--- src/rtl/port_arbiter.sv ---
// port_arbiter: round-robin arbiter sharing one switch output link among PORTS_NUM+1 requesters.
// Define ARB_TIMEOUT_EN to add the SEND watchdog (TIMEOUT_CYCLES) and the sticky err_o flag.
module port_arbiter #(
    parameter int PORTS_NUM = 4,
    parameter int DATA_SIZE = 32,
    parameter int ADDR_SIZE = 4,
`ifdef ARB_TIMEOUT_EN
    parameter int TIMEOUT_CYCLES = 64,
`endif
    localparam int N        = PORTS_NUM + 1,
    localparam int BUS_SIZE = DATA_SIZE + ADDR_SIZE + 1
) (
    input  logic                  clk,
    input  logic                  a_rst_n,
    input  logic [N-1:0]          req_i,
    input  logic [BUS_SIZE*N-1:0] data_i,
    output logic [N-1:0]          ack_o,
    output logic [N-1:0]          grant_o,
    output logic [BUS_SIZE-1:0]   data_o,
    output logic                  wr_ready_o,
    input  logic                  r_ready_i,
    output logic                  busy_o,
    output logic                  err_o
);
    localparam int PW = $clog2(N);

    typedef enum logic [1:0] {
        IDLE = 2'd0,
        SEND = 2'd1,
        ACK  = 2'd2
    } state_t;

    state_t        state;
    logic [PW-1:0] rr_ptr;
    logic [PW-1:0] owner;
    logic [PW-1:0] pick;
    logic          found;
    logic [N-1:0]  req_q;
    logic          r_ready_q;

`ifdef ARB_TIMEOUT_EN
    localparam int CW = $clog2(TIMEOUT_CYCLES + 1);
    logic [CW-1:0] send_cnt;
`else
    assign err_o = 1'b0;
`endif

    // NOTE: '===' makes an X or Z (unconnected) line read as "no request" in simulation.
    always_comb begin
        for (int i = 0; i < N; i++) begin
            req_q[i] = (req_i[i] === 1'b1);
        end
        r_ready_q = (r_ready_i === 1'b1);
    end

    // First qualified requester found scanning circularly from rr_ptr.
    always_comb begin
        found = 1'b0;
        pick  = '0;
        for (int k = 0; k < N; k++) begin
            int idx;
            idx = int'(rr_ptr) + k;
            if (idx >= N) idx = idx - N;
            if (!found && req_q[idx]) begin
                found = 1'b1;
                pick  = PW'(idx);
            end
        end
    end

    assign busy_o = (state != IDLE);

    // NOTE: all state and registered outputs use non-blocking assignments so every
    // register samples the pre-edge values, independent of statement order.
    always_ff @(posedge clk or negedge a_rst_n) begin
        if (!a_rst_n) begin
            state      <= IDLE;
            rr_ptr     <= '0;
            owner      <= '0;
            ack_o      <= '0;
            grant_o    <= '0;
            data_o     <= '0;
            wr_ready_o <= 1'b0;
`ifdef ARB_TIMEOUT_EN
            send_cnt   <= '0;
            err_o      <= 1'b0;
`endif
        end else begin
            case (state)
                IDLE: begin
                    if (found) begin
                        owner         <= pick;
                        grant_o       <= '0;
                        grant_o[pick] <= 1'b1;
                        data_o        <= data_i[int'(pick)*BUS_SIZE +: BUS_SIZE];
                        wr_ready_o    <= 1'b1;
                        state         <= SEND;
`ifdef ARB_TIMEOUT_EN
                        send_cnt      <= '0;
`endif
                    end
                end
                SEND: begin
                    if (r_ready_q) begin
                        wr_ready_o <= 1'b0;
                        ack_o      <= grant_o;
                        state      <= ACK;
                    end
`ifdef ARB_TIMEOUT_EN
                    else if (send_cnt == CW'(TIMEOUT_CYCLES - 1)) begin
                        // Give up on the link: drop the flit but still release the requester.
                        wr_ready_o <= 1'b0;
                        ack_o      <= grant_o;
                        err_o      <= 1'b1;
                        state      <= ACK;
                    end else begin
                        send_cnt <= send_cnt + 1'b1;
                    end
`endif
                end
                ACK: begin
                    // A read strobe still high here is stale and must not end the handshake.
                    if (((req_q & grant_o) == '0) && !r_ready_q) begin
                        ack_o   <= '0;
                        grant_o <= '0;
                        rr_ptr  <= (owner == PW'(PORTS_NUM)) ? '0 : owner + 1'b1;
                        state   <= IDLE;
                    end
                end
                default: begin
                    state      <= IDLE;
                    ack_o      <= '0;
                    grant_o    <= '0;
                    data_o     <= '0;
                    wr_ready_o <= 1'b0;
                end
            endcase
        end
    end
endmodule

--- config.mk ---
export PLATFORM = sky130hd
export DESIGN_NAME = port_arbiter
export DESIGN_NICKNAME = d
export VERILOG_FILES = /design/src/rtl/port_arbiter.sv
export SDC_FILE = /design/constraint.sdc
export NUM_CORES = 1
export LEC_CHECK = 0
export ABC_AREA = 1
export BUFFER_PORTS_ARGS = -buffer_cell sky130_fd_sc_hd__buf_2
export CAP_MARGIN = 10
export CORE_UTILIZATION = 35
export DETAILED_ROUTE_END_ITERATION = 8
export PLACE_DENSITY = 0.63
export SLEW_MARGIN = 30
export SYNTH_ARGS = -nofsm -noshare
export SYNTH_HDL_FRONTEND = slang
export SYNTH_SLANG_ARGS = --single-unit
--- constraint.sdc ---
create_clock -name clk -period 3.1 [get_ports clk]
set_input_delay 0 -clock clk [delete_from_list [all_inputs] [get_ports clk]]
set_output_delay 0 -clock clk [all_outputs]
set_load 0.02 [all_outputs]
======== Word level (Yosys, flattened, before mapping) ========
Cells that the tools add are included.
cells by class
  divide/modulo/power cells ............... 0
  multiply operators ...................... 1
  eq/ne operators ......................... 12
  order comparisons ....................... 12
  $add $sub $neg .......................... 10
  mux-type cells .......................... 47
  shifts and indexed selects .............. 1
  reductions and logical operators ........ 22
  bitwise gates (word level) .............. 5
operators by type and width
  kind                                                               number
  indexed part select 185 x 10 -> 37 bit                             1
  < comparator 32 x 5 -> 1 bit, second input constant                5
  2-to-1 mux 32 bit                                                  5
  case mux 37 bit (2 select lines)                                   1
  2-to-1 mux 37 bit                                                  1
  case mux 5 bit (3 select lines)                                    2
  subtractor 4 x 3 -> 5 bit, second input constant                   4
  2-to-1 mux 1 bit                                                   18
  2-to-1 mux 3 bit                                                   6
  greater-or-equal comparator 4 x 3 -> 1 bit, second input constant  4
  binary-select mux 1 bit (select 3 bit)                             5
  2-to-1 mux 5 bit                                                   3
  AND reduction 3 bit                                                4
  multiplier 3 x 6 -> 9 bit, second input constant                   1
  adder 3 x 2 -> 4 bit, second input constant                        2
  case equality test 1 bit, second input constant                    6
  logical AND 1 bit                                                  6
  2-to-1 mux 2 bit                                                   3
  inequality test 2 bit, second input constant                       3
  case mux 2 bit (3 select lines)                                    1
  AND reduction 2 bit                                                3
  AND 5 bit                                                          1
  logical NOT 1 bit                                                  5
  logical NOT 5 bit                                                  1
  16 further kinds                                                   19
storage, ports and cells
  bits in registers ....................... 56
  bits in writable memories ............... 0
  bits in latches ......................... 0
  memories ................................ 0
  input bits .............................. 193
  word-level logic and storage cells ...... 117
  memory bits (read-only) ................. 0
  output and inout bits ................... 50

======== Longest topological paths before layout ========
  depth in word-level cells ............... 24
  depth in mapped cells ................... 27
  gate-level depth less buffers ........... 24

======== Least setup slack after synthesis ========
No wires, ideal clock.
  path kind ............................... register -> register
  from .................................... register rr_ptr[0]
  to ...................................... register data_o[0]
  setup time .............................. 0.121 ns
  stages on the path, launching flop included .. 25
  arrival time ............................ 2.900 ns
  setup slack ............................. 0.079 ns
  path through ............................ dfrtp_1 -> inv_1 -> buf_2 -> ha_1 -> inv_1 -> ha_1 -> inv_1 -> nand2_2 -> nand2_1 -> nand2_2 -> inv_2 -> nand2_1 -> nand3_1 -> nand3_1 -> nand2_2 -> nand3_1 -> nor2_4 -> and2_4 -> nand3_1 -> nand2_2 -> buf_4 -> buf_2 -> nand2_1 -> nand2_1 -> o21ai_1
on the way
  longest elaborated chain between the ends .. 22
  elaborated cells on any way between the ends .. 58
RTL lines
  element                                                             line  source
  from (decl)                                                         34    logic [PW-1:0] rr_ptr;
  from (signal assigned)                                              126   rr_ptr <= (owner == PW'(PORTS_NUM)) ? '0 : owner + 1'b1;
  branches (longest 22 deep; another with subtractor 4 x 3 -> 5 bit)  n/a
  to (signal assigned)                                                95    data_o <= data_i[int'(pick)*BUS_SIZE +: BUS_SIZE];
  to (decl)                                                           19    output logic [BUS_SIZE-1:0] data_o,
Several ways; the timed one is not identified. The select of a mux whose other input is x is not followed.
A chain may end at the register's enable or synchronous reset.

======== Worst setup path after layout ========
  from .................................... register rr_ptr[0]
  to ...................................... register data_o[36]
The elaborated chain is that of the path after synthesis.

==> results.cfg <==
[sta]
rsz0062_at_grt = yes
period_needed_ns = 3.21
worstMarginPinSlew_ns = 0.518
setup_viol_count_final = 38
hold_viol_final = 0
max_slew_margin_pct = 65.5
worst_clock_skew_ns = 0.00471
slew_viol_final = 0
period_share_pct = 104
setup_ws_ns = -0.111
max_freq_mhz = 311

[route]
drt_iter0_markers = 713
top_layer_used = met4
drc = 0
ant_nets = 0
num_vias = 7215
wl_met3_mm = 1.74
routed_wl_mm = 23.4
drt_pre_antenna_iters = 5
wl_met2_mm = 11.4
wl_per_cell_um = 17.8
via_per_inst = 5.50
met1_length_mm = 9.49

[logic_synthesis]
syn_nets = 1054
synth-compound-area-share_pct = 8.36
yosysTopAreaCellShare_pct = 26.7
ys_top_cells_by_area = dfrtp_1, nand2_1, nand3_1
avgSynthCellArea_um2 = 6.22
ys_async_sr_fraction_pct = 100
synth_fa_ha_area_share_pct = 4.54
yosys-top-cells-count = nand2_1, nand3_1, dfrtp_1
synthCells = 842
yosys.area.top_type = dfrtp_1
synthSimpleGateAreaFrac_pct = 49.9
synth_cell_type_count = 36
synthXorXnorAreaFrac_pct = 0.478
synthMuxAreaShare_pct = 0
ys_seq_elements = 56
synth_edf_count = 0
syn-cell-area_mm2 = 0.00524
ys_seq_area_share_pct = 26.7
yosys_warnings = 0
yosys_most_used_dff = dfrtp_1
synth_top_family_by_area = simple AND/OR/NAND/NOR gates
synth.most_common_cell = nand2_1

[setup_path]
path_buf_inv = 5
cp_max_fo = 12
r2r-end = data_o[36]
cp_slowest_cell = dfrtp_1
reg2regPathDepth = 21
cpPeakStageDelay_ns = 0.41
rrSetupSlack_ns = -0.11
cp-end-kind = register
reg2reg_from = rr_ptr[0]
crit_chain = inv_2, buf_12, ha_4, nand2_4, o21ai_4, nand3_4, nand2_4, xor2_2, inv_2, or2_1, nand2_2, nand2_2, nand3_1, nand2_1, nand2_2, nor2_4, buf_4, buf_12, nand3_1, nand2_1, o21ai_1
critPathKind = reg -> reg
critPathTopFamily = simple AND/OR/NAND/NOR gates
cp_common_cell = nand2_2
worstPathRequired_ns = 3.34
cp-start-kind = register
arrival_ns = 3.45

[grt]
grt_use_total_pct = 25.0
grt_max_degree = 46
grt_pass1_wl_mm = 31.6
antenna_found_initial = 1
grt_pass1_vias = 6236
grt-ovfl-total = 0

[floorplan]
dieArea_mm2 = 0.0155
rows = 44
start_util_pct = 35.9
core_mm2 = 0.0146
io_pins = 243
die-width_um = 124
fp.dieH_um = 124

[worst_hold_path]
holdPathEnd = data_o[24]
hold_path_depth = 5
min_from = data_i[172]
min_path_type = in -> reg

[clocking]
clkTransAtPathRegs_ns = 0.08
tritoncts = done
cts_root_buffer = clkbuf_16
cts_buffers = 5
cts_buffer_depth = 2
clk_latency_ns = 0.32
cts-htree-levels = 2
cts_sinks = 56

[place]
post-dp-hpwl_mm = 14.3
routabilityCongestion = 0.907
io_buffers = 241
dp_cells = 1243

[final_layout]
fin_nets = 1339
syn_to_final_growth_pct = 60.8
final_cells = 1313
drive_above_1_share_pct = 41.5

[outcome]
status = finished, violations left
violations = negative setup slack

[run]
maxCapViolations = 0
[cell usage in the layout (no fill, tap or decap), types with 10 or more instances in the layout]
cell type  synthesis  layout
buf_4              8      40
inv_2              8      11
nand4_1           12      12
buf_6             10      10
buf_2             32     240
dfrtp_1           56      56
ha_1              19      13
buf_12             0      20
nand2_2            9      28
nand3_1          233     189
clkbuf_16          0      21
inv_1             37      32
o21ai_0           12      11
o21ai_1           49      42
nand3_2            5      42
nand2_1          311     283
[per-layer routing]
metal | global-route usage (%) | up-vias
li1 | - | 3381
met1 | 31.4 | 3360
met2 | 42.5 | 407
met3 | 4.47 | 67
met4 | 9.57 | 0
met5 | 0 | -
[worst max-delay path by stage]
stage               slack [ns]         end      start  depth (start not counted)
floorplan                 0.08   data_o[0]  rr_ptr[0]                         24
global placement         -0.01  data_o[36]  rr_ptr[0]                         18
detailed placement       -0.06   data_o[7]  rr_ptr[1]                         15
finish                   -0.11  data_o[36]  rr_ptr[0]                         21
CTS                      0.005   data_o[7]  rr_ptr[0]                         22
global route             -0.27   data_o[6]  rr_ptr[0]                         22
[logic make-up (layout without fill, tap and decap cells)]
logic type                 after synthesis  after routing
adders and majority gates               19             19
DFF                                     56             56
buffers and inverters                  100            383
and+or+nand+nor                        586            589
xor gates and xnor gates                 2              2
AOI/OAI and AO/OA                       78             78
other                                    1              2
[tightest hold or removal path, stage by stage]
cell	delay [ns]
buf_2	0.09
nand3_1	0.07
nand2_1	0.04
nand2_1	0.06
o21ai_1	0.05
[through the flow]
step	TNS, ns	cell area (um2)	setup WS [ns]	hold WS (ns)	util [%]
after floorplan	0	5240	0.0794	-0.296	-
after global placement	-0.0320	6710	-0.0124	0.165	46.0
after detailed placement	-0.816	6710	-0.0607	0.169	46.0
after CTS	0	7020	0.00451	0.0222	48.1
after global routing	-8.60	8430	-0.265	0.0544	57.8
final	-1.56	8430	-0.111	0.0288	57.8
[state kept, by name (all words and copies together) (netlist names)]
| register | flops |
|---|---|
| owner | 3 |
| grant_o | 5 |
| wr_ready_o | 1 |
| rr_ptr | 3 |
| state | 2 |
| data_o | 37 |
| ack_o | 5 |
[area by class of cell]
type	count	area, um2
fillers	1350	6160
multi-input cells	689	3920
repair buffers	330	2480
flip-flops and latches	56	1400
well taps	184	230
inverters	45	174
clock buffers	5	125
clock inverters	3	90.1
diodes	1	2.50
[repair_timing]
item | CTS | global route
buffers inserted | 0 | 34
pin swaps | 2 | 42
hold buffers | 1 | 0
hold endpoints to repair | 36 | 0
gates resized for setup | 14 | 135
setup endpoints to repair | 36 | 47
cloned | 1 | 27
Power is left out: the tool's default activity adds up to more than one toggle a clock period on the data nets, which glitch-free logic cannot reach.
